## src/rtl/prv32_lsu.sv

```systemverilog
// prv32_lsu -- RV32I load/store unit with a single outstanding bus access.
//
// Accepts one load or store from execute while IDLE, checks it for an illegal
// funct3 or a misaligned address, and either reports a fault or issues one
// word-aligned bus request that is held until mem_ack or until TIMEOUT cycles
// pass. Loads are formatted (byte/half select, sign/zero extension) and
// returned as a one-cycle writeback pulse.
//
// Ports:
//   clk, rst_n                 clock, asynchronous active-low reset
//   ex_valid/ex_load/ex_store  op offer from execute (exactly one kind)
//   ex_funct3, ex_addr         width/sign code, effective address
//   ex_wdata, ex_rd            store source data, load destination register
//   ex_ready                   LSU can accept (IDLE only)
//   mem_req/mem_we/mem_addr    bus request, write enable, word address
//   mem_wdata/mem_wstrb        lane-aligned store data and byte enables
//   mem_ack/mem_rdata          bus completion and read word
//   wb_valid/wb_rd/wb_data     load writeback pulse
//   err_valid/err_cause/err_addr  fault pulse: 01 misaligned, 10 timeout,
//                                 11 illegal funct3
module prv32_lsu #(
  parameter int TIMEOUT = 15
) (
  input  logic        clk,
  input  logic        rst_n,
  input  logic        ex_valid,
  input  logic        ex_load,
  input  logic        ex_store,
  input  logic [2:0]  ex_funct3,
  input  logic [31:0] ex_addr,
  input  logic [31:0] ex_wdata,
  input  logic [4:0]  ex_rd,
  output logic        ex_ready,
  output logic        mem_req,
  output logic        mem_we,
  output logic [31:0] mem_addr,
  output logic [31:0] mem_wdata,
  output logic [3:0]  mem_wstrb,
  input  logic        mem_ack,
  input  logic [31:0] mem_rdata,
  output logic        wb_valid,
  output logic [4:0]  wb_rd,
  output logic [31:0] wb_data,
  output logic        err_valid,
  output logic [1:0]  err_cause,
  output logic [31:0] err_addr
);

  localparam logic [0:0] IDLE = 1'b0;
  localparam logic [0:0] BUSY = 1'b1;
  localparam int CNT_W = $clog2(TIMEOUT + 1);
  localparam logic [CNT_W-1:0] CNT_LAST = CNT_W'(TIMEOUT - 1);

  function automatic logic f3_legal(input logic [2:0] f3, input logic is_load);
    if (is_load)
      f3_legal = (f3 == 3'b000) || (f3 == 3'b001) || (f3 == 3'b010) ||
                 (f3 == 3'b100) || (f3 == 3'b101);
    else
      f3_legal = (f3[2] == 1'b0) && (f3[1:0] != 2'b11);
  endfunction

  function automatic logic misaligned(input logic [1:0] size, input logic [1:0] a);
    case (size)
      2'b01:   misaligned = a[0];
      2'b10:   misaligned = (a != 2'b00);
      default: misaligned = 1'b0;
    endcase
  endfunction

  function automatic logic [31:0] store_data(input logic [1:0] size, input logic [31:0] w);
    case (size)
      2'b00:   store_data = {4{w[7:0]}};
      2'b01:   store_data = {2{w[15:0]}};
      default: store_data = w;
    endcase
  endfunction

  function automatic logic [3:0] store_strb(input logic [1:0] size, input logic [1:0] a);
    case (size)
      2'b00:   store_strb = 4'b0001 << a;
      2'b01:   store_strb = 4'b0011 << a;
      default: store_strb = 4'b1111;
    endcase
  endfunction

  // Byte lane chosen by addr[1:0], half lane by addr[1]; signed locals make
  // the widening cast sign-extend for lb/lh.
  function automatic logic [31:0] load_fmt(input logic [2:0] f3, input logic [1:0] a,
                                           input logic [31:0] w);
    logic [31:0]        bw;
    logic [31:0]        hw;
    logic signed [7:0]  sb;
    logic signed [15:0] sh;
    bw = w >> {a, 3'b000};
    hw = w >> {a[1], 4'b0000};
    sb = signed'(bw[7:0]);
    sh = signed'(hw[15:0]);
    case (f3)
      3'b000:  load_fmt = 32'(sb);
      3'b001:  load_fmt = 32'(sh);
      3'b100:  load_fmt = {24'b0, bw[7:0]};
      3'b101:  load_fmt = {16'b0, hw[15:0]};
      default: load_fmt = w;
    endcase
  endfunction

  logic [0:0]       state;
  logic             alive;
  logic [CNT_W-1:0] cnt;
  logic [31:0]      addr_p0;
  logic [2:0]       f3_p0;
  logic             store_p0;
  logic [4:0]       rd_p0;
  logic [31:0]      wdata_p0;
  logic [3:0]       wstrb_p0;

  logic busy, accept, illegal, misal, fault, done, expire;

  always_comb begin
    busy    = (state == BUSY);
    accept  = ex_valid & ex_ready & (ex_load ^ ex_store);
    illegal = ~f3_legal(ex_funct3, ex_load);
    misal   = misaligned(ex_funct3[1:0], ex_addr[1:0]);
    fault   = illegal | misal;
    done    = busy & mem_ack;
    expire  = busy & ~mem_ack & (cnt == CNT_LAST);
  end

  // alive holds ex_ready low until the first clock after reset release.
  assign ex_ready  = alive & ~busy;
  assign mem_req   = busy;
  assign mem_we    = store_p0;
  assign mem_addr  = {addr_p0[31:2], 2'b00};
  assign mem_wdata = wdata_p0;
  assign mem_wstrb = wstrb_p0;

  // Control: FSM, wait counter and the writeback/fault pulses.
  always_ff @(posedge clk or negedge rst_n) begin
    if (!rst_n) begin
      state     <= IDLE;
      alive     <= 1'b0;
      cnt       <= '0;
      wb_valid  <= 1'b0;
      err_valid <= 1'b0;
    end else begin
      alive     <= 1'b1;
      wb_valid  <= done & ~store_p0;
      err_valid <= (accept & fault) | expire;
      case (state)
        IDLE: begin
          if (accept && !fault) begin
            state <= BUSY;
            cnt   <= '0;
          end
        end
        default: begin
          if (done || expire)
            state <= IDLE;
          else
            cnt <= cnt + 1'b1;
        end
      endcase
    end
  end

  // Stage p0: request latched at acceptance; also writeback/fault payloads.
  always_ff @(posedge clk or negedge rst_n) begin
    if (!rst_n) begin
      addr_p0   <= '0;
      f3_p0     <= '0;
      store_p0  <= 1'b0;
      rd_p0     <= '0;
      wdata_p0  <= '0;
      wstrb_p0  <= '0;
      wb_rd     <= '0;
      wb_data   <= '0;
      err_cause <= '0;
      err_addr  <= '0;
    end else begin
      if (accept) begin
        addr_p0  <= ex_addr;
        f3_p0    <= ex_funct3;
        store_p0 <= ex_store;
        rd_p0    <= ex_rd;
        wdata_p0 <= store_data(ex_funct3[1:0], ex_wdata);
        wstrb_p0 <= store_strb(ex_funct3[1:0], ex_addr[1:0]);
      end
      if (done) begin
        wb_rd   <= rd_p0;
        wb_data <= load_fmt(f3_p0, addr_p0[1:0], mem_rdata);
      end
      if (accept && fault) begin
        err_cause <= illegal ? 2'b11 : 2'b01;
        err_addr  <= ex_addr;
      end else if (expire) begin
        err_cause <= 2'b10;
        err_addr  <= addr_p0;
      end
    end
  end

endmodule

```

## config.mk

```make
export PLATFORM = sky130hd
export DESIGN_NAME = prv32_lsu
export DESIGN_NICKNAME = d
export VERILOG_FILES = /design/src/rtl/prv32_lsu.sv
export SDC_FILE = /design/constraint.sdc
export NUM_CORES = 1
export LEC_CHECK = 0
export BUFFER_PORTS_ARGS = -buffer_cell sky130_fd_sc_hd__buf_4
export CORE_MARGIN = 8
export CORE_UTILIZATION = 39
export DETAILED_ROUTE_END_ITERATION = 12
export PLACE_DENSITY = 0.62
export SLEW_MARGIN = 20
export SYNTH_ARGS = -nofsm -noshare
export SYNTH_HDL_FRONTEND = slang
export SYNTH_SLANG_ARGS = --single-unit
```

## constraint.sdc

```tcl
create_clock -name clk -period 3 [get_ports clk]
set_input_delay 0.3 -clock clk [delete_from_list [all_inputs] [get_ports clk]]
set_output_delay 0.3 -clock clk [all_outputs]
set_load 0.01 [all_outputs]
```

After elaboration in Yosys (flattened, before gate mapping)
Index checks and enable logic that the tools add are counted.
W data, S select, Z words.

storage, ports and cells
  register bits = 156
  logic and storage cells = 80

operators by class
  add/subtract/negate cells = 1
  shift operators = 4
  bitwise logic cells = 16
  equal/unequal tests = 12
  multiplexer cells = 16
  reductions and logical operators = 16

operators by type and width
  kind                   count
  $pmux W32 S4           1
  $mux W32               2
  $pmux W32 S2           1
  $shr A32 B5 Y16        1
  $shr A32 B5 Y8         1
  $eq A3 B3 Y1 const B   4
  $mux W4                3
  $and A1 B1 Y1          8
  $pmux W4 S2            1
  $eq A3 B1 Y1 const B   2
  $logic_not A3 Y1       2
  $mux W2                3
  $reduce_bool A2 Y1     3
  $logic_or A1 B1 Y1     5
  $not A1 Y1             5
  $add A4 B1 Y4 const B  1
  $eq A4 B4 Y1 const B   1
  $mux W1                4
  $ne A2 B2 Y1 const B   2
  $shl A1 B2 Y4 const A  1
  $shl A2 B2 Y4 const A  1
  $eq A3 B2 Y1 const B   1
  $logic_and A1 B1 Y1    3
  $eq A2 B1 Y1 const B   1
  other kinds (7)        8

Logic depth before layout (Yosys ltp)
  depth after elaboration = 12
  depth in mapped cells = 8
  depth with buffers taken out = 6

Worst setup path after synthesis
No wires, ideal clock.

  path kind = in2reg
  start = input port ex_funct3[0]
  end = register err_addr[10]
  setup time = 0.125 ns
  arrival = 1.746 ns
  required time = 2.875 ns
  path slack = 1.129 ns
  stages on the path = 7
  cell sequence = inv_1 > ha_1 > buf_2 > o41ai_4 > o21ai_4 > buf_6 > mux2_4

on the way
  cells in the longest elaborated chain, start to end = 10
  elaborated cells on any way between the ends = 20

ends and longest elaborated chain
  what                                                     line  RTL
  start: declaration                                       29    input logic [2:0] ex_funct3,
  $eq A3 B1 Y1 / $logic_not A3 Y1 (equally long branches)  56    f3_legal = (f3 == 3'b000) || (f3 == 3'b001) || (f3 == 3'b010) ||
  $logic_or A1 B1 Y1 (3 in series)                         56
  $logic_or A1 B1 Y1                                       57    (f3 == 3'b100) || (f3 == 3'b101);
  $mux W1                                                  55    if (is_load)
  $not A1 Y1                                               122   illegal = ~f3_legal(ex_funct3, ex_load);
  $or A1 B1 Y1 (*)                                         124   fault = illegal | misal;
  $logic_and A1 B1 Y1 (*)                                  192   if (accept && fault) begin
  $mux W32 / $reduce_bool A2 Y1 (equally long branches)    n/a
  end signal: assignment                                   194   err_addr <= ex_addr;
  end signal: assignment                                   197   err_addr <= addr_p0;
  end: declaration                                         46    output logic [31:0] err_addr

Every way passes the cells marked *; elsewhere a longest branch is shown, timed or not.
A chain may end at the register's enable or synchronous reset.

Worst setup path in the final report
  start = register addr_p0[1]
  end = register wb_data[1]

on the way
  cells in the longest elaborated chain, start to end = 2
  elaborated cells on any way between the ends = 3

ends and longest elaborated chain
  what                                                      line    RTL
  start: declaration                                        110     logic [31:0] addr_p0;
  start signal: assignment                                  181     addr_p0 <= ex_addr;
  $shr A32 B5 Y16 / $shr A32 B5 Y8 (equally long branches)  95, 94
  $pmux W32 S4 (*)                                          98      case (f3)
  end signal: assignment                                    190     wb_data <= load_fmt(f3_p0, addr_p0[1:0], mem_rdata);
  end: declaration                                          43      output logic [31:0] wb_data,

Marked as above.

==> results list <==
- Reg2Reg Depth: 4
- Clock transition at path regs: 0.07 ns
* Reg-to-Reg End: wb_data[1]
* Critical register-to-register path startpoint: addr_p0[1]
* Number of buffers on the longest clock path: 2
* Antenna-violating nets left: 0
- Count of flip-flops with a built-in enable after synthesis: 0
- The design draws 8.255 mW.
* Period utilisation layout: 71.54%
* Switching power: 2.717 mW
- Cell-by-cell listing of the critical path: clkinv_1 > a21oi_1 > o21ai_0 > o21ai_0
- Final worst path period need: 2.146 ns
* Total grt overflow: 0
- The largest individual stage delay along the critical path comes from the cell sky130_fd_sc_hd__dfrtp_1.
- Unrepaired setup endpoints after global routing: no
- Length of routed met2 wiring: 9.844 mm
- STA puts the critical path data required time at 3.34 ns.
- Number of setup violations in the final report: 0
* Most common cell in the netlist: sky130_fd_sc_hd__dfrtp_1
* Post-layout nets: 1,004
* CP Max Fanout: 21
- The core region is 0.01933 mm2.
* Internal Dissipation: 5.539 mW
- The floorplan step set the die width to 155.7 um.
- Max-cap check violation count: 0
- The path with the worst hold slack has its endpoint at err_addr[19].
- Total count of hold-check failures in the final report: 0
- Setup slack of the worst register-to-register path: 0.85 ns
- Among all flip-flop cells after synthesis, the most frequent one is sky130_fd_sc_hd__dfrtp_1.
- The die is 155.7 um tall.
- Critical setup path kind: flop to flop
* Distinct cell type count of the synthesized netlist: 52
* FFs w/ async S/R, synth: 100.0%
- In the final routed layout, each cell accounts on average for 18.34 um.
* DRC viols: 0
- Before CTS, the worst setup slack after placement is 0.7422 ns.
- Highest clock frequency the design can meet: 0.4660 GHz
- Number of buffer cells added on primary ports: 251
- The largest total area in the synthesized netlist belongs to sky130_fd_sc_hd__dfrtp_1.
- Clk network pwr share: 26.0%
* Post-Route Setup TNS: 0 ns
- For this run, the detailed router's first-pass iteration total came to 4.
- In this design, the largest share of critical-path delay is due to flip-flops.
- Layout area overhead: 32.84%
- Across the VDD grid, the largest voltage drop is 0.0003822 V.
* Sequential power share: 39.5%
* Mapped Cells: 676
- Most prevalent standard cell on the critical path: sky130_fd_sc_hd__o21ai_0
- Yosys printed 0 warnings.
* Global-route wire length before repair: 33.69 mm
- TritonCTS built the clock tree.
- 254 I/O pins were placed.
- Outcome: completed
- Largest net degree at the start of global routing: 80
- Detailed placer's ending HPWL: 15.66 mm
- Data on the critical path arrives at its endpoint at 2.48 ns.
- The floorplan has 51 rows.
* Total count of max-transition violations in the final report: 0
* Portion of total power attributed to combinational logic: 34.5%
* Share of cells above drive strength 1: 46.73%
- Final WS setup: 0.8539 ns
* PwrDens: 816.0 mW/mm2
- The worst hold path passes through 2 cells.
- The initial utilization of the core area, before any placement, comes to 39.39%.
- Net Sw Frac: 32.91%
- Routed signal wires occupy layers up through met4.
- Post-CTS resize count: 0
- Hold Crit Class: input port to flop
- In this design, the stage delay of the slowest critical-path cell is 0.88 ns.
- Together, buffers and inverters on the worst path number 1.
- Final hold slack: 0.1180 ns
- The clock reaches the later pin of the worst-skew pair after 0.41 ns.
- DR iter-0 viols: 373
* H-tree Lvls: 4
- At the end of routability-driven placement, the weighted congestion stood at 0.7626.
* DIE AREA: 0.02426 mm2
- Hold wc startpoint: ex_addr[19]
* Synthesized area: 0.007616 mm2
- Yosys attributes the largest share of cell area to sky130_fd_sc_hd__dfrtp_1 51%, sky130_fd_sc_hd__mux2_2 13%, sky130_fd_sc_hd__mux2_4 5.5%.
- The number of antenna violations at the first check in global routing came to 0.
- Cell chosen for the clock root: sky130_fd_sc_hd__clkbuf_16
* Diode count: 0
* Overall fraction of global-route tracks in use: 17.42%
* Normalized max-slew margin: 45.07%
- Wire length on met3: 1.639 mm
- CTS saw 156 sinks.
* Total via count after detailed routing: 5,741
- Counting flops and latches in the post-synthesis netlist gives 156.
* Total wire length: 21.38 mm
- LEAKAGE: 4.831 nW
- Dividing the detail-routed via count by the number of cells gives 4.924.
- At the pin with the least slew margin, the transition time is 0.8239 ns.
- Setup crit start kind: flop
- After synthesis, the largest area contributor takes up 51.26% of total cell area.
- After synthesis, the mean cell area works out to 11.27 um2.
- On the final layout, the worst clock skew is 0.009098 ns.
- The via count of the first global-routing pass came to 5,905.
* Number of buffers created by CTS: 17
* CP endpoint kind: flop
* Critical path origin: addr_p0[1]
* Sequential area share after synthesis: 51.26%
- Post-synth top cells: 156 x sky130_fd_sc_hd__dfrtp_1, 87 x sky130_fd_sc_hd__mux2_2, 71 x sky130_fd_sc_hd__nand2_1, 58 x sky130_fd_sc_hd__nor2_1, 51 x sky130_fd_sc_hd__a21oi_1
- In the final routing, the length of wire on met1 measures 9.548 mm.
==> layout by cell type (no fill, tap or decap), types with 5 or more instances in the layout <==
master	n
sky130_fd_sc_hd__buf_4	263
sky130_fd_sc_hd__clkbuf_16	17
sky130_fd_sc_hd__mux2i_1	13
sky130_fd_sc_hd__or3_1	5
sky130_fd_sc_hd__a31oi_1	14
sky130_fd_sc_hd__mux2_4	28
sky130_fd_sc_hd__a21oi_1	51
sky130_fd_sc_hd__dfrtp_1	156
sky130_fd_sc_hd__inv_1	6
sky130_fd_sc_hd__nand2_1	71
sky130_fd_sc_hd__nor2_1	57
sky130_fd_sc_hd__o21ai_0	27
sky130_fd_sc_hd__ha_1	6
sky130_fd_sc_hd__mux2_2	87
sky130_fd_sc_hd__a22oi_1	19
==> how the worst max path moves through the flow <==
stage / endpoint / slack, ns / cells past startpoint
6_report: wb_data[1] / 0.85 / 4
2_1_floorplan: err_addr[10] / 1.13 / 7
5_1_grt: wb_data[9] / 0.65 / 4
4_1_cts: wb_data[6] / 0.80 / 4
3_3_place_gp: err_addr[5] / 0.80 / 7
3_5_place_dp: err_addr[5] / 0.74 / 7
==> timing repair <==
action | CTS | global route
hold buffers | 1 | 0
hold endpoints to repair | 76 | 0
buffers inserted | 0 | 0
==> final cells by class <==
| type | count | area (um2) |
|---|---|---|
| fillers | 1777 | 9218 |
| flip-flops and latches | 156 | 3904 |
| multi-input cells | 439 | 3237 |
| repair buffers | 267 | 2036 |
| clock buffers | 17 | 425.4 |
| well taps | 265 | 331.6 |
| clock inverters | 15 | 157.7 |
| inverters | 7 | 26.28 |
==> cells by family after synthesis <==
kind of cell             Yosys count  share of synthesized area [%]
AND/OR/NAND/NOR                  159                          9.200
flip-flops                       156                          51.26
AO/OA/AOI/OAI                    140                          11.45
multiplexers                     129                          20.39
buffers and inverters             82                          6.390
adder cells (fa/ha/maj)            6                         0.9857
other                              2                        0.09861
XOR/XNOR                           2                         0.2300
==> state kept, by name, indices dropped and copies added (netlist names), 2 cells and up <==
name       count
f3_p0          3
err_cause      2
mem_wstrb      4
addr_p0       32
wb_rd          5
rd_p0          5
cnt            4
err_addr      32
mem_wdata     32
wb_data       32
==> worst register-to-register path, cell delays in order, from the launching register on <==
cell and delay (ns):
sky130_fd_sc_hd__dfrtp_1 0.88, sky130_fd_sc_hd__clkinv_1 0.53, sky130_fd_sc_hd__a21oi_1 0.36, sky130_fd_sc_hd__o21ai_0 0.12
sky130_fd_sc_hd__o21ai_0 0.19
==> through the flow <==
stage	instances	cell area (um2)	utilization, %
global route	1166	10120	52.33
global placement	1133	9524	49.26
finish	1166	10120	52.33
detailed placement	1133	9524	49.26
floorplan	677	7620	-
CTS	1166	10120	52.33
==> power groups by stage <==
| stage | Clock [mW] | Sequential, mW | Combinational, mW |
|---|---|---|---|
| detailed placement | 0 | 3.30 | 2.90 |
| floorplan | 0 | 3.40 | 1.38 |
| global placement | 0 | 3.29 | 2.85 |
| finish | 2.14 | 3.26 | 2.85 |
| CTS | 2.20 | 3.27 | 2.90 |
| global route | 2.29 | 3.37 | 3.12 |
==> routing by layer <==
layer,vias up,global-route usage [%]
met5,-,0
met4,0,5.176
met3,18,6.094
met2,179,26.74
met1,2779,22.73
li1,2765,-
(Power assumes the default switching activity.)
